`config.mk`:
```
export PLATFORM = sky130hd
export DESIGN_NAME = hp48_bus_ram
export DESIGN_NICKNAME = d
export VERILOG_FILES = /design/src/rtl/hp48_bus_ram_pkg.sv /design/src/rtl/hp48_bus_ram_array.sv /design/src/rtl/hp48_bus_ram.sv
export SDC_FILE = /design/constraint.sdc
export NUM_CORES = 1
export LEC_CHECK = 0
export BUFFER_PORTS_ARGS = -buffer_cell sky130_fd_sc_hd__buf_4
export CAP_MARGIN = 10
export CELL_PAD_IN_SITES_DETAIL_PLACEMENT = 0
export CELL_PAD_IN_SITES_GLOBAL_PLACEMENT = 1
export CORE_MARGIN = 5
export CORE_UTILIZATION = 45
export CTS_CLUSTER_DIAMETER = 150
export DETAILED_ROUTE_END_ITERATION = 10
export PLACE_DENSITY = 0.81
export SETUP_SLACK_MARGIN = 0.02
export SLEW_MARGIN = 15
export SYNTH_ARGS = -nofsm -noshare
export SYNTH_HDL_FRONTEND = slang
export SYNTH_SLANG_ARGS = --single-unit
```
`constraint.sdc`:
```
create_clock -name clk -period 3.08 [get_ports clk]
set_input_delay 0.308 -clock clk [delete_from_list [all_inputs] [get_ports clk]]
set_output_delay 0.308 -clock clk [all_outputs]
set_load 0.02 [all_outputs]
```
`src/rtl/hp48_bus_ram_pkg.sv`:
```
// Shared definitions for the Saturn-bus nibble RAM slave: bus command codes,
// address width and the CONFIGURE size-operand check.
package hp48_bus_ram_pkg;

  localparam int ADDR_W = 20;

  typedef enum logic [3:0] {
    BUSCMD_NOP         = 4'h0,
    BUSCMD_PC_READ     = 4'h1,
    BUSCMD_DP_READ     = 4'h2,
    BUSCMD_PC_WRITE    = 4'h3,
    BUSCMD_DP_WRITE    = 4'h4,
    BUSCMD_LOAD_PC     = 4'h5,
    BUSCMD_LOAD_DP     = 4'h6,
    BUSCMD_CONFIGURE   = 4'h7,
    BUSCMD_UNCONFIGURE = 4'h8,
    BUSCMD_RESET       = 4'h9
  } buscmd_e;

  // The size operand is the two's complement of the block length; the length
  // must be a nonzero power of two that fits in the physical array.
  function automatic logic size_ok(input logic [ADDR_W-1:0] addr,
                                   input logic [ADDR_W:0]   depth);
    logic [ADDR_W:0] len;
    len = {1'b0, (~addr + 20'd1)};
    return (len != '0) && ((len & (len - 21'd1)) == '0) && (len <= depth);
  endfunction

endpackage

```
`src/rtl/hp48_bus_ram_array.sv`:
```
// Nibble storage: synchronous write, registered read port. Only the read
// register is reset; the array contents survive reset.
module nibble_ram_array
  import hp48_bus_ram_pkg::*;
#(
  parameter int DEPTH     = 64,
  parameter int INIT_ZERO = 1,
  localparam int AW       = $clog2(DEPTH)
) (
  input  logic          clk,
  input  logic          rst,
  input  logic          we,
  input  logic          re,
  input  logic [AW-1:0] addr,
  input  logic [3:0]    wdata,
  output logic [3:0]    rdata
);

  generate
    if (INIT_ZERO != 0) begin : g_zero
      logic [3:0] mem [DEPTH] = '{default: 4'h0};
      always_ff @(posedge clk) if (we) mem[addr] <= wdata;
      always_ff @(posedge clk or posedge rst)
        if (rst)     rdata <= 4'h0;
        else if (re) rdata <= mem[addr];
    end else begin : g_nozero
      logic [3:0] mem [DEPTH];
      always_ff @(posedge clk) if (we) mem[addr] <= wdata;
      always_ff @(posedge clk or posedge rst)
        if (rst)     rdata <= 4'h0;
        else if (re) rdata <= mem[addr];
    end
  endgenerate

endmodule

```
`src/rtl/hp48_bus_ram.sv`:
```
// Configurable nibble RAM slave on the Saturn bus: two-step CONFIGURE,
// UNCONFIGURE, PC/DP pointers, optional read-only mode, sticky error.
module hp48_bus_ram
  import hp48_bus_ram_pkg::*;
#(
  parameter int DEPTH     = 64,
  parameter int READ_ONLY = 0,
  parameter int INIT_ZERO = 1
) (
  input  logic              clk,
  input  logic              reset,
  input  logic [ADDR_W-1:0] address,
  input  logic [3:0]        command,
  input  logic [3:0]        nibble_in,
  input  logic              daisy_in,
  output logic [3:0]        nibble_out,
  output logic              active,
  output logic              configured,
  output logic              error
);

  localparam int AW = $clog2(DEPTH);

  typedef enum logic [1:0] {
    ST_UNCONF     = 2'd0,
    ST_SIZED      = 2'd1,
    ST_CONFIGURED = 2'd2
  } cfg_state_e;

  cfg_state_e        state_q, state_d;
  logic [ADDR_W-1:0] pc_q, pc_d, dp_q, dp_d;
  logic [ADDR_W-1:0] mask_q, mask_d, base_q, base_d;
  logic              err_q, err_d;

  logic              is_pc, rd_cmd, wr_cmd, hit;
  logic [ADDR_W-1:0] ptr;
  logic [AW-1:0]     index;

  assign is_pc  = (command == BUSCMD_PC_READ) || (command == BUSCMD_PC_WRITE);
  assign rd_cmd = (command == BUSCMD_PC_READ) || (command == BUSCMD_DP_READ);
  assign wr_cmd = (command == BUSCMD_PC_WRITE) || (command == BUSCMD_DP_WRITE);
  assign ptr    = is_pc ? pc_q : dp_q;
  assign hit    = (state_q == ST_CONFIGURED) && ((ptr & mask_q) == base_q);
  assign index  = ptr[AW-1:0] & ~mask_q[AW-1:0];

  // A frozen (error) block must never own the bus or touch memory.
  assign active = ~err_q & hit & (rd_cmd | (wr_cmd & (READ_ONLY == 0)));

  assign configured = (state_q == ST_CONFIGURED);
  assign error      = err_q;

  always_comb begin
    state_d = state_q;
    pc_d    = pc_q;
    dp_d    = dp_q;
    mask_d  = mask_q;
    base_d  = base_q;
    err_d   = err_q;
    if (!err_q) begin
      case (command)
        BUSCMD_NOP: ;
        BUSCMD_PC_READ, BUSCMD_PC_WRITE: pc_d = pc_q + 20'd1;
        BUSCMD_DP_READ, BUSCMD_DP_WRITE: dp_d = dp_q + 20'd1;
        BUSCMD_LOAD_PC: pc_d = address;
        BUSCMD_LOAD_DP: dp_d = address;
        BUSCMD_CONFIGURE: begin
          if (daisy_in) begin
            case (state_q)
              ST_UNCONF: begin
                if (size_ok(address, 21'(DEPTH))) begin
                  mask_d  = address;
                  state_d = ST_SIZED;
                end else begin
                  err_d = 1'b1;
                end
              end
              ST_SIZED: begin
                base_d  = address & mask_q;
                state_d = ST_CONFIGURED;
              end
              default: ;
            endcase
          end
        end
        BUSCMD_UNCONFIGURE: begin
          if (state_q == ST_CONFIGURED && (address & mask_q) == base_q)
            state_d = ST_UNCONF;
        end
        BUSCMD_RESET: state_d = ST_UNCONF;
        default: err_d = 1'b1;
      endcase
    end
  end

  always_ff @(posedge clk or posedge reset) begin
    if (reset) begin
      state_q <= ST_UNCONF;
      pc_q    <= '0;
      dp_q    <= '0;
      mask_q  <= '0;
      base_q  <= '0;
      err_q   <= 1'b0;
    end else begin
      state_q <= state_d;
      pc_q    <= pc_d;
      dp_q    <= dp_d;
      mask_q  <= mask_d;
      base_q  <= base_d;
      err_q   <= err_d;
    end
  end

  // The array itself ignores reset, so an access overlapping reset is
  // blocked here to keep memory untouched.
  nibble_ram_array #(
    .DEPTH     (DEPTH),
    .INIT_ZERO (INIT_ZERO)
  ) u_array (
    .clk   (clk),
    .rst   (reset),
    .we    (active & wr_cmd & ~reset),
    .re    (active & rd_cmd & ~reset),
    .addr  (index),
    .wdata (nibble_in),
    .rdata (nibble_out)
  );

endmodule
```
Word-level counts from Yosys, hierarchy flattened
Memory sizes are Yosys's and may differ from the RTL's. A register that Yosys moved wholly into a read port is not among the register bits.
Index checks and enable logic that the tools add are counted.

word-level totals
  word-level logic and storage cells = 81
  memories = 1
  input port bits = 31
  ROM bits = 0
  flip-flop bits (word level) = 83
  bits in latches = 0
  RAM bits = 256

memory list
  memory              words  width  rd ports  clocked after Yosys merged registers in  write ports  line                      source
  u_array.g_zero.mem  64     4      1         1                                        1            hp48_bus_ram_array.sv:21  logic [3:0] mem [DEPTH] = '{default: 4'h0};

operators by class
  equal/unequal tests = 17
  add/sub/neg operators = 4
  mux-type cells = 15
  order comparisons = 1
  reduce and logical (&&, ||, !) cells = 22
  shift operators = 0
  div/mod/pow operators = 0
  multipliers = 0
  bitwise operators = 15

operators by type and width
  kind                                                                               number
  20-bit one-hot mux with 2 select lines                                             2
  20-bit by 1-bit adder with 20-bit output, second input constant                    3
  20-bit AND                                                                         2
  20-bit equality test                                                               2
  20-bit by 21-bit AND with 21-bit output                                            1
  21-bit zero test                                                                   1
  20-bit by 1-bit subtractor with 21-bit output, second input constant               1
  20-bit by 7-bit less-or-equal comparator with 1-bit output, second input constant  1
  20-bit 2-to-1 mux                                                                  1
  20-bit NOT                                                                         1
  20-bit nonzero test                                                                1
  4-bit by 3-bit equality test with 1-bit output, second input constant              4
  9-bit OR reduction                                                                 1
  4-bit by 2-bit equality test with 1-bit output, second input constant              2
  4-bit equality test, second input constant                                         2
  1-bit AND                                                                          6
  6-bit AND                                                                          1
  1-bit 2-to-1 mux                                                                   6
  2-bit 2-to-1 mux                                                                   3
  6-bit NOT                                                                          1
  2-bit one-hot mux with 3 select lines                                              1
  6-bit AND reduction                                                                1
  5-bit AND reduction                                                                1
  4-bit by 1-bit equality test with 1-bit output, second input constant              1
  other kinds (18)                                                                   28

Longest topological paths before layout
Gate-level depths: netlist of the first run.

  depth in word-level cells = 12
  gate-level depth with buffers = 14

Hierarchy
A second synthesis of the first run with hierarchy kept.

second synthesis, totals
  cells, all modules = 1333
  area, all modules = 16245.6 sq um

modules (own cells, without submodules)
  module            times used  sequential area each (sq um)  cells an instance  area each (sq um)
  nibble_ram_array  1           7787.5                        633                10503.8
  hp48_bus_ram      1           2077.0                        700                5741.8

Worst setup path after synthesis of the first run
No wires, ideal clock.

  kind = input -> register
  from = input command[2]
  to = memory u_array.g_zero.mem[17][0], enable pin
  library setup time = 0.330 ns
  arrival time = 2.638 ns
  setup slack = 0.112 ns
  stages on the path = 11
  path buffers = 3
  required time = 2.750 ns
  path through = buf_2 -> nor3b_4 -> buf_6 -> mux2i_1 -> xnor2_1 -> o2111ai_1 -> nor4_2 -> and4_1 -> buf_2 -> nand3_1 -> nor2_1

on the way
  word-level cells in the longest chain between the ends = 12
  elaborated cells on any way between the ends = 19
  those cells by class = eq/ne: 5; mux: 3; bitwise: 7; reduce/logical: 4

RTL lines
  element                                                                                                                  line                                                        source
  start: declaration                                                                                                       hp48_bus_ram.sv:13                                          input logic [3:0] command,
  4-bit by 1-bit equality test with 1-bit output / 4-bit by 2-bit equality test with 1-bit output (equally long branches)  hp48_bus_ram.sv:39, hp48_bus_ram.sv:40, hp48_bus_ram.sv:41
  1-bit logical OR                                                                                                         hp48_bus_ram.sv:39                                          assign is_pc = (command == BUSCMD_PC_READ) || (command == BUSCMD_PC_WRITE);
  20-bit 2-to-1 mux                                                                                                        hp48_bus_ram.sv:42                                          assign ptr = is_pc ? pc_q : dp_q;
  20-bit AND                                                                                                               hp48_bus_ram.sv:43                                          assign hit = (state_q == ST_CONFIGURED) && ((ptr & mask_q) == base_q);
  20-bit equality test                                                                                                     hp48_bus_ram.sv:43
  1-bit logical AND                                                                                                        hp48_bus_ram.sv:43
  1-bit AND (2 in series)                                                                                                  hp48_bus_ram.sv:47                                          assign active = ~err_q & hit & (rd_cmd | (wr_cmd & (READ_ONLY == 0)));
  1-bit AND (2 in series)                                                                                                  hp48_bus_ram.sv:121                                         .we (active & wr_cmd & ~reset),
  1-bit 2-to-1 mux                                                                                                         hp48_bus_ram_array.sv:22                                    always_ff @(posedge clk) if (we) mem[addr] <= wdata;
  1-bit 2-to-1 mux (not written as such)                                                                                   hp48_bus_ram_array.sv:22
  end: declaration                                                                                                         hp48_bus_ram_array.sv:21

Parallel ways exist; a longest one is shown, timed or not.

Worst setup path in the final report of the first run
  from = register mask_q[1]
  to = register u_array.rdata[0], read port of u_array.g_zero.mem

on the way
  word-level cells in the longest chain between the ends = 7
  elaborated cells on any way between the ends = 9
  those cells by class = eq/ne: 1; bitwise: 7; reduce/logical: 1

RTL lines
  element                   line                      source
  start: declaration        hp48_bus_ram.sv:32        logic [ADDR_W-1:0] mask_q, mask_d, base_q, base_d;
  start signal: assignment  hp48_bus_ram.sv:107       mask_q <= mask_d;
  20-bit AND                hp48_bus_ram.sv:43
  20-bit equality test      hp48_bus_ram.sv:43
  1-bit logical AND         hp48_bus_ram.sv:43
  1-bit AND (2 in series)   hp48_bus_ram.sv:47
  1-bit AND (2 in series)   hp48_bus_ram.sv:122       .re (active & rd_cmd & ~reset),
  end: declaration          hp48_bus_ram_array.sv:16  output logic [3:0] rdata

Parallel ways exist; a longest one is shown, timed or not.
A chain may end at the register's enable or synchronous reset.

==> results of run 1 <==
[layout by cell type (no fill, tap or decap), types with 4 or more instances in the layout]
cell type,n
edfxtp_1,256
buf_4,236
nand2_1,228
nor2_1,126
a21oi_1,90
dfrtp_1,87
o21ai_0,75
nand3_1,50
clkbuf_16,38
mux2i_1,37
mux2_2,34
o22ai_1,33
xor2_1,26
a221oi_1,25
inv_1,22
a31oi_1,20
xnor2_1,18
a22oi_1,17
nor3_1,15
nand4_1,15
nor4_1,14
nor2b_1,9
or3_1,8
and3_1,8
a32oi_1,8
clkinv_2,8
clkbuf_1,8
and4_1,7
o2bb2ai_1,7
ha_1,6
o22a_1,5
o2111ai_1,5
or2_2,5
a32o_1,4
o21a_1,4
o32ai_1,4
mux4_2,4
clkinv_1,4
buf_12,4
[synth_stat cells (25+ instances only)]
master    number  share of area
xor2_1        26          0.014
o21ai_0       75          0.023
nor2_1       127          0.030
mux2i_1       39          0.024
mux2_2        35          0.024
o22ai_1       33          0.013
clkbuf_1      53          0.012
a21oi_1       90          0.028
nand2_1      228          0.053
nand3_1       50          0.016
dfrtp_1       87           0.13
a221oi_1      25          0.014
edfxtp_1     256           0.48
[logic make-up after synthesis]
group | share of synthesized area
compound gates | 0.128
fa+ha+maj | 0.00465
mux | 0.0551
xor+xnor | 0.0239
flops | 0.612
buf+inv | 0.0311
simple gates | 0.146
[tightest hold or removal path, stage by stage]
cell and delay [ns]:
buf_4 0.15, nand2_1 0.10, o21ai_0 0.07
[stage by stage]
stage	setup slack, ns	hold WS, ns	area (sq um)	utilization	setup TNS, ns
6_report	0.137	0.134	19400	0.548	0
5_1_grt	0.0542	0.134	19400	0.548	0
4_1_cts	0.0503	0.125	19400	0.546	0
3_5_place_dp	-0.236	0.425	18100	0.512	-7.87
3_3_place_gp	-0.186	0.420	18100	0.512	-11.02
2_1_floorplan	0.112	0.407	16100	-	0
[final cells by class]
type / instances / share of cell area
Inverter: 23 / 0.00457
Multi-Input combinational cell: 967 / 0.301
Tap cell: 461 / 0.0297
Sequential cell: 343 / 0.507
Clock inverter: 19 / 0.0102
Clock buffer: 48 / 0.0519
Timing Repair Buffer: 241 / 0.0957
[flip-flops by register name (all words and copies together), names as in the netlist]
signal	flops
u_array.g_zero.mem	256
base_q	20
dp_q	20
mask_q	20
pc_q	20
u_array.rdata	4
state_q	2
error	1
[timing repair]
action                                  CTS  global route
gates resized for setup                   2             4
cloned                                    1             1
endpoints found under the hold margin    40             0
endpoints found under the setup margin    1             3
setup buffers                             0             5
hold buffers                              1             0
[metal layers]
layer / GRT usage / share of wire / wire length (um)
met5: 0 / 0 / 0
met4: 0.0937 / 0.044 / 2120
met3: 0.0374 / 0.078 / 3760
met2: 0.394 / 0.48 / 22900
met1: 0.321 / 0.40 / 19400
[power groups by stage]
stage / registers [W] / logic, W / clock network, W
2_1_floorplan: 0.00514 / 0.000746 / 0
3_3_place_gp: 0.00515 / 0.00141 / 0
3_5_place_dp: 0.00515 / 0.00143 / 0
4_1_cts: 0.00506 / 0.00145 / 0.00449
5_1_grt: 0.00506 / 0.00158 / 0.00468
6_report: 0.00506 / 0.00149 / 0.00443
[worst paths after layout]
check / slack, ns / startpoint / cells past startpoint / to
max: 0.14 / mask_q[1]$_DFFE_PP0P_ / 9 / u_array.rdata[0]$_DFFE_PP0P_
min: 0.13 / address[8] / 3 / base_q[8]$_DFFE_PP0P_
max reg2reg: 0.14 / mask_q[1]$_DFFE_PP0P_ / 9 / u_array.rdata[0]$_DFFE_PP0P_
min reg2reg: 0.51 / mask_q[13]$_DFFE_PP0P_ / 2 / mask_q[13]$_DFFE_PP0P_
max in group asynchronous: 1.83 / reset / 4 / dp_q[11]$_DFFE_PP0P_
min in group asynchronous: 0.43 / reset / 3 / u_array.rdata[1]$_DFFE_PP0P_
==> results by group, run 1 <==
Outcome
  • Status: finished clean

Pwr
  • Net Sw Frac: 0.255
  • Reg power frac: 0.461
  • Sw power: 0.00280 W
  • IR Drop Worst-Case VDD: 476 uV
  • Comb power frac: 0.136
  • Power Density: 565 nW/um^2
  • Clock share of power: 0.404
  • Leakage: between 7 and 8 nW
  • Overall power: 0.0110 W
  • Int Pwr: around 0.008 W

Route
  • Initial drt markers: 1,228
  • Via-to-Cell Ratio: 6.02
  • Via count: 12,658
  • Drt pass-1 iters: 5
  • DRT Wirelength: 48.2 mm
  • DR WL/cell: ~23 um
  • DRC viols: 0
  • Antenna Nets Post-Route: 0

Placement
  • Port Buffers: 37
  • Hpwl dp: 33.1 mm
  • Final Wtd Congestion: 0.914
  • Placed Cells: roughly 2,000

Clock network
  • Worst-path clk slew: 0.06 ns
  • Clock Latency Late Sink: 0.54 ns
  • Bufs on Longest Clock Path: 3
  • Clock root buffer: clkbuf_16
  • Clock Sinks: ~340
  • Number of buffers created by CTS: 38
  • CTS tree: yes
  • H-tree levels: 2

Yosys
  • Synthesized area per cell: 11.4 sq um
  • Post-synthesis async set-or-reset flop share: 0.254
  • Cell variety after synth: 71
  • Net count after synthesis: 1,455
  • Number of synthesized flops with an enable pin: ~260
  • Synth warn: 0
  • Cells after synthesis: about 1,400
  • Netlist Area Pre-Place: ~16,000 sq um
  • Synth Register Bits: ~340
  • Prevailing post-synth register cell: edfxtp_1
  • Sequential area share after synthesis: 0.612

Finish
  • Multi-input gate area: 5850 sq um
  • Post-layout nets: 1,651
  • Share of cells above drive strength 1: 0.220
  • Antenna cells: 0
  • Post-route insts no fill: around 2,100
  • # fillers: 2,949
  • Area delta synth->final: 20.6%
  • Sequential cell area: between 9000 and 10,000 sq um

Die
  • Die Span Y: 199 um
  • Core area: 35,500 sq um
  • Starting Density: 0.455
  • Die ar.: about 40,000 sq um
  • Core Rows: roughly 70
  • Die W: 199 um
  • I/O pin count: 38

GRT
  • GRT overflow: 0
  • Initial antenna violation count: 0
  • Number of global-route vias before repair: 12,218
  • All-Layer GR Usage: 0.240
  • Largest net degree at the start of global routing: 65
  • First-pass GRT wire length: 73.0 mm

Setup path
  • CP arrival: 3.36 ns
  • Worst Path Required: 3.49 ns
  • Crit end category: register
  • Critical path's top delay family: compound AO/OA/AOI/OAI gates
  • Worst path cell trace: nor2b_2 > mux2_4 > buf_12 > mux2_2 > a221oi_1 > o22a_1 > o22ai_1 > nor4_1 > a21oi_1
  • Critical path fanouts, max: 21
  • Crit path kind: register to register
  • Critical Path Slowest Stage Cell: dfrtp_1
  • CP max stage delay: 0.50 ns
  • CP Launch Type: register
  • Worst path bufs/invs: 1

STA
  • Slew headroom: 0.356
  • RSZ-0062 raised after global routing: no
  • Final hold violations: 0
  • Setup violation total in the final timing report: 0
  • Post-layout min period: between 2 and 3 ns
  • Max Slew Vio Count: 0
  • Final Skew: around 0.025 ns
  • Fin crit share: 0.956
  • Worst Max-Slew Pin Slew: 0.963 ns
  • Max Fclk: 0.340 GHz

Min path
  • HP Class: input pin to register

Flow run
  • Maxcap violations: 0
No activity file was read; power rests on OpenSTA's default activity.
==> run 2: changes to the inputs <==
clock period = 3.4 ns   (was 3.08 ns; I/O delays follow)
==> run 2 against run 1 <==
Worst hold slack got worse by 0.0099 ns. Core utilization down 1.3 points. Critical path depth did not move. Die area is the same.
==> results by group, run 2 (same netlist as run 1, synthesis figures left out) <==
Clock network
  • Post_cts resized: 0
  • CTS tree: yes
  • H-tree levels: 2
  • Clock Latency Late Sink: 0.55 ns
  • Clock Sinks: 343
  • Bufs on Longest Clock Path: 3
  • Clock root buffer: clkbuf_16
  • Worst-path clk slew: around 0.060 ns
  • Number of buffers created by CTS: 38

Placement
  • Post-place setup slack: 0.0115 ns
  • Hpwl dp: roughly 32 mm
  • Final Wtd Congestion: approximately 0.94
  • Port Buffers: 37

Route
  • Initial drt markers: about 1,400
  • DR WL/cell: 23.3 um
  • Met3 wire len: ~3.8 mm
  • Via count: 12,392
  • Antenna Nets Post-Route: 0
  • DRC viols: 0
  • Drt pass-1 iters: 5
  • DRT Wirelength: 47.5 mm
  • Max layer used: met4
  • Metal1 wirelength: 19.0 mm
  • Metal2 WL: 22.6 mm
  • Via-to-Cell Ratio: 6.08

Finish
  • Share of cells above drive strength 1: 0.187
  • Commonest cells after routing, fill and taps aside: edfxtp_1 (256), nand2_1 (228), buf_4 (172)
  • Antenna cells: 0
  • Post-layout nets: ~1,600
  • # fillers: around 3,000
  • Max reg flops: 256
  • Commonest non-fill, non-tap cell in the layout: edfxtp_1
  • Biggest register: u_array.g_zero.mem
  • Area delta synth->final: 17.8%

STA
  • Final hold violations: 0
  • Final Skew: 0.0198 ns
  • Fin crit share: 0.907
  • Max Slew Vio Count: 0
  • Setup violation total in the final timing report: 0
  • PnR worst setup slack: 0.317 ns
  • Slew headroom: 0.327
  • Final worst hold slack: approximately 0.12 ns
  • Post-layout min period: between 3 and 4 ns
  • Max Fclk: about 0.32 GHz
  • Worst Max-Slew Pin Slew: a little over 1 ns
  • RSZ-0062 raised after global routing: no
  • Sum Neg Setup Slack: 0 ns

Setup path
  • Critical Path Slowest Stage Cell: nor2_1
  • Crit end category: register
  • CP max stage delay: 0.80 ns
  • Crit path kind: register to register
  • Worst path cell trace: nor2b_1 > mux2_4 > nor2_1 > buf_4 > a221oi_1 > o22a_1 > o22ai_1 > nor3_1 > a21oi_1
  • Worst Path Required: approximately 3.9 ns
  • Critical path fanouts, max: 14
  • CP arrival: 3.56 ns
  • CP Launch Type: register

Die
  • Die W: about 200 um
  • Die ar.: 39,700 sq um
  • Core Rows: 69
  • Starting Density: 0.455
  • Core area: about 35,000 sq um
  • Die Span Y: 199 um
  • I/O pin count: 38

Min path
  • HP Class: input pin to register

GRT
  • All-Layer GR Usage: 0.238
  • Initial antenna violation count: 0
  • GRT overflow: 0
  • Number of global-route vias before repair: 12,079
  • First-pass GRT wire length: 72.5 mm
  • Largest net degree at the start of global routing: 65

Pwr
  • IR Drop Worst-Case VDD: 482 uV
  • Overall power: 0.0100 W
  • Power Density: 527 nW/um^2
  • Leakage: approximately 7 nW

Outcome
  • Status: finished clean

Flow run
  • Maxcap violations: 0
## run 2: cell count changes in the layout (fill, tap and decap cells not counted), moves of 2 or more
cell | previous run | this run
nor2b_1 | 9 | 11
clkinvlp_4 | 2 | 4
mux2_4 | 3 | 1
bufinv_16 | 3 | 5
buf_4 | 236 | 172
## run 2: layout make-up
cell class / instances / area [sq um] / share of cell area
inverter: 23 / 88.8 / 0.00468
clock buffer: 47 / 995 / 0.0524
tap: 461 / 577 / 0.0304
clock inverter: 23 / 289 / 0.0152
multi-input combinational: 965 / 5810 / 0.306
sequential: 343 / 9860 / 0.519
timing repair buffer: 177 / 1380 / 0.0727
## run 2: power by group
group | switching (W) | internal, W
registers | 0.0000518 | 0.00454
clock network | 0.00172 | 0.00249
logic | 0.000774 | 0.000434
total | 0.00255 | 0.00747
## run 2: metal layers
metal,track usage,vias up
li1,-,5547
met1,0.319,6094
met2,0.390,620
met3,0.0400,131
met4,0.0917,0
met5,0,-
## run 2: repair_timing
action / 4_1_cts / 5_1_grt
endpoints found under the hold margin: 47 / 0
hold buffers: 1 / 0
setup buffers: 0 / 0
## run 2: worst paths after layout
check                                  startpoint                            to  slack (ns)  depth (start not counted)
max reg2reg                   pc_q[1]$_DFFE_PP0P_  u_array.rdata[2]$_DFFE_PP0P_        0.32                          9
min                                    command[3]               error$_DFF_PP0_        0.12                          3
min reg2reg                mask_q[13]$_DFFE_PP0P_        mask_q[13]$_DFFE_PP0P_        0.51                          2
max                           pc_q[1]$_DFFE_PP0P_  u_array.rdata[2]$_DFFE_PP0P_        0.32                          9
min in group asynchronous                   reset         mask_q[7]$_DFFE_PP0P_        0.50                          3
max in group asynchronous                   reset         mask_q[0]$_DFFE_PP0P_        2.12                          4
## run 2: metrics by stage
stage | utilization | cell area (sq um) | cells
floorplan | - | 16100 | 1418
global placement | 0.499 | 17700 | 1968
detailed placement | 0.499 | 17700 | 1968
CTS | 0.535 | 19000 | 2039
global route | 0.535 | 19000 | 2039
finish | 0.535 | 19000 | 2039
## run 2: worst max-delay path, delay by kind of cell (launching register included)
family	cells	cell delay, ns
flops	1	0.51
compound gates	4	0.72
mux	1	0.37
buf+inv	1	0.30
simple gates	3	1.10
==> run 3: changes to the inputs <==
REMOVE_ABC_BUFFERS = 1   (was unset)
==> run 3 against run 2 <==
The run now ends with hold timing left. Maximum frequency up 0.39%. Sequential power about the same. Combinational power about the same. Global-route usage decreased by 0.30 points. Die area unchanged. Clock power down 4%. Non-clock buffer count is 19 higher. First-iteration DRC count down 2.9%. Worst hold slack got worse by 0.14 ns. Critical path depth is the same. Critical endpoint is now active. Largest cell class unchanged.
==> results by group, run 3 (same netlist as run 1, synthesis figures left out) <==
Outcome
  • Status: complete, but fails checks
  • Violated checks: hold timing

Clock network
  • Number of buffers created by CTS: 37
  • Clock root buffer: clkbuf_16
  • H-tree levels: 2
  • Clock Latency Late Sink: 0.55 ns
  • Worst-path clk slew: 0.07 ns
  • Bufs on Longest Clock Path: 3
  • Clock Sinks: 343
  • Post-CTS Hold Buffers: 0
  • Post_cts resized: 0
  • CTS tree: yes
  • Post-CTS setup buffer count: 0

STA
  • Max Fclk: 0.326 GHz
  • Setup violation total in the final timing report: 0
  • RSZ-0062 raised after global routing: no
  • Max Slew Vio Count: 0
  • Final hold violations: 37
  • Slew headroom: 0.419
  • Fin crit share: 0.903
  • Post-layout min period: approximately 3.1 ns
  • Final worst hold slack: -0.0122 ns
  • Worst Max-Slew Pin Slew: about 0.87 ns
  • Final Skew: 0.0357 ns

GRT
  • Number of global-route vias before repair: between 10,000 and 15,000
  • GRT overflow: 0
  • First-pass GRT wire length: between 70 and 80 mm
  • Largest net degree at the start of global routing: 65
  • All-Layer GR Usage: 0.235
  • Initial antenna violation count: 0

Pwr
  • Clock share of power: 0.410
  • Net Sw Frac: 0.256
  • Overall power: around 0.0098 W
  • Comb power frac: 0.124
  • Int Pwr: 0.00732 W
  • Sw power: 0.00252 W
  • IR Drop Worst-Case VDD: 459 uV
  • Reg power frac: 0.465
  • Leakage: 7.00 nW
  • Power Density: 516 nW/um^2

Die
  • Die W: 199 um
  • Starting Density: 0.455
  • Core Rows: around 70
  • I/O pin count: 38
  • Core area: 35,500 sq um
  • Die ar.: 39,700 sq um
  • Die Span Y: 199 um

Finish
  • Biggest register: u_array.g_zero.mem
  • Commonest non-fill, non-tap cell in the layout: edfxtp_1
  • Post-layout nets: 1,603
  • Post-route cell area: 19,100 sq um
  • Commonest cells after routing, fill and taps aside: edfxtp_1 (256), nand2_1 (228), buf_4 (191)
  • Share of cells above drive strength 1: 0.196
  • Area delta synth->final: 18.3%
  • Antenna cells: 0
  • Max reg flops: 256

Placement
  • Port Buffers: 37
  • Hpwl dp: 32.2 mm
  • Final Wtd Congestion: 0.905
  • Area after DPL: 17,900 sq um

Setup path
  • Critical path's top delay family: simple AND/OR/NAND/NOR gates
  • Crit end category: primary output
  • CP max stage delay: just over 0.4 ns
  • Worst path bufs/invs: 3
  • Critical path fanouts, max: 7
  • Worst Path Required: 3.06 ns
  • Crit path top cell by count: buf_4
  • Critical Path Slowest Stage Cell: dfrtp_1
  • Crit path kind: register to primary output
  • Worst path cell trace: buf_4 > mux2_2 > a21oi_1 > o2111ai_1 > nor4_2 > buf_4 > nand3_1 > nor2_1 > buf_4
  • CP arrival: 2.73 ns
  • CP Launch Type: register

Route
  • Max layer used: met4
  • Metal1 wirelength: 19.5 mm
  • Via count: 12,317
  • DRT Wirelength: 46.8 mm
  • DRC viols: 0
  • Metal2 WL: 21.4 mm
  • Initial drt markers: between 1,000 and 1,500
  • Drt pass-1 iters: 6
  • Antenna Nets Post-Route: 0
  • Via-to-Cell Ratio: 5.99
  • Met3 wire len: ~4.6 mm
  • DR WL/cell: 22.8 um

Flow run
  • Maxcap violations: 0

Min path
  • HP Class: input pin to asynchronous set/reset pin
[run 3: through the flow]
step	setup WS, ns	hold slack, ns	util	TNS (ns)	cells
after floorplan	-1.16	0.439	-	-140.40	1331
after global placement	0.139	0.492	0.504	0	1988
after detailed placement	0.108	0.499	0.504	0	1988
after CTS	0.295	0.00550	0.538	0	2055
after global routing	0.131	0.0561	0.538	0	2055
final	0.329	-0.0122	0.538	0	2055
[run 3: final timing paths]
path | startpoint | endpoint | slack, ns | depth (start not counted)
max in group asynchronous | reset | dp_q[2]$_DFFE_PP0P_ | 2.66 | 3
setup / recovery | pc_q[1]$_DFFE_PP0P_ | active | 0.33 | 9
min in group clk | command[3] | error$_DFF_PP0_ | 0.11 | 3
setup reg to reg | mask_q[1]$_DFFE_PP0P_ | u_array.rdata[2]$_DFFE_PP0P_ | 0.34 | 9
hold reg to reg | mask_q[12]$_DFFE_PP0P_ | mask_q[12]$_DFFE_PP0P_ | 0.51 | 2
hold / removal | reset | pc_q[18]$_DFFE_PP0P_ | -0.01 | 2
[run 3: worst reg2reg max path, stage by stage, from the launching register on]
cell and delay (ns):
dfrtp_1 0.47, nor2b_1 0.32, mux2_4 0.55, buf_4 0.31, mux2_2 0.36, a221oi_1 0.39, o22a_1 0.22, o22ai_1 0.09
nor3_1 0.16, a21oi_1 0.09
[run 3: layout make-up]
class | instances | area (sq um)
Sequential cell | 343 | 9860
Clock inverter | 24 | 268
Fill cell | 3022 | 16400
Tap cell | 461 | 577
Multi-Input combinational cell | 965 | 5810
Timing Repair Buffer | 196 | 1530
Clock buffer | 43 | 948
Inverter | 23 | 87.6
[run 3: power by group through the flow]
| stage | Clock [W] | Combinational, W | Sequential, W |
|---|---|---|---|
| after global placement | 0 | 0.00119 | 0.00466 |
| after CTS | 0.00408 | 0.00121 | 0.00458 |
| after detailed placement | 0 | 0.00120 | 0.00467 |
| after global routing | 0.00424 | 0.00131 | 0.00458 |
| after floorplan | 0 | 0.000611 | 0.00466 |
| final | 0.00404 | 0.00122 | 0.00458 |
[run 3: routing by layer]
layer / up-vias / GRT usage
li1: 5576 / -
met1: 5955 / 0.343
met2: 687 / 0.365
met3: 99 / 0.0411
met4: 0 / 0.0648
met5: - / 0
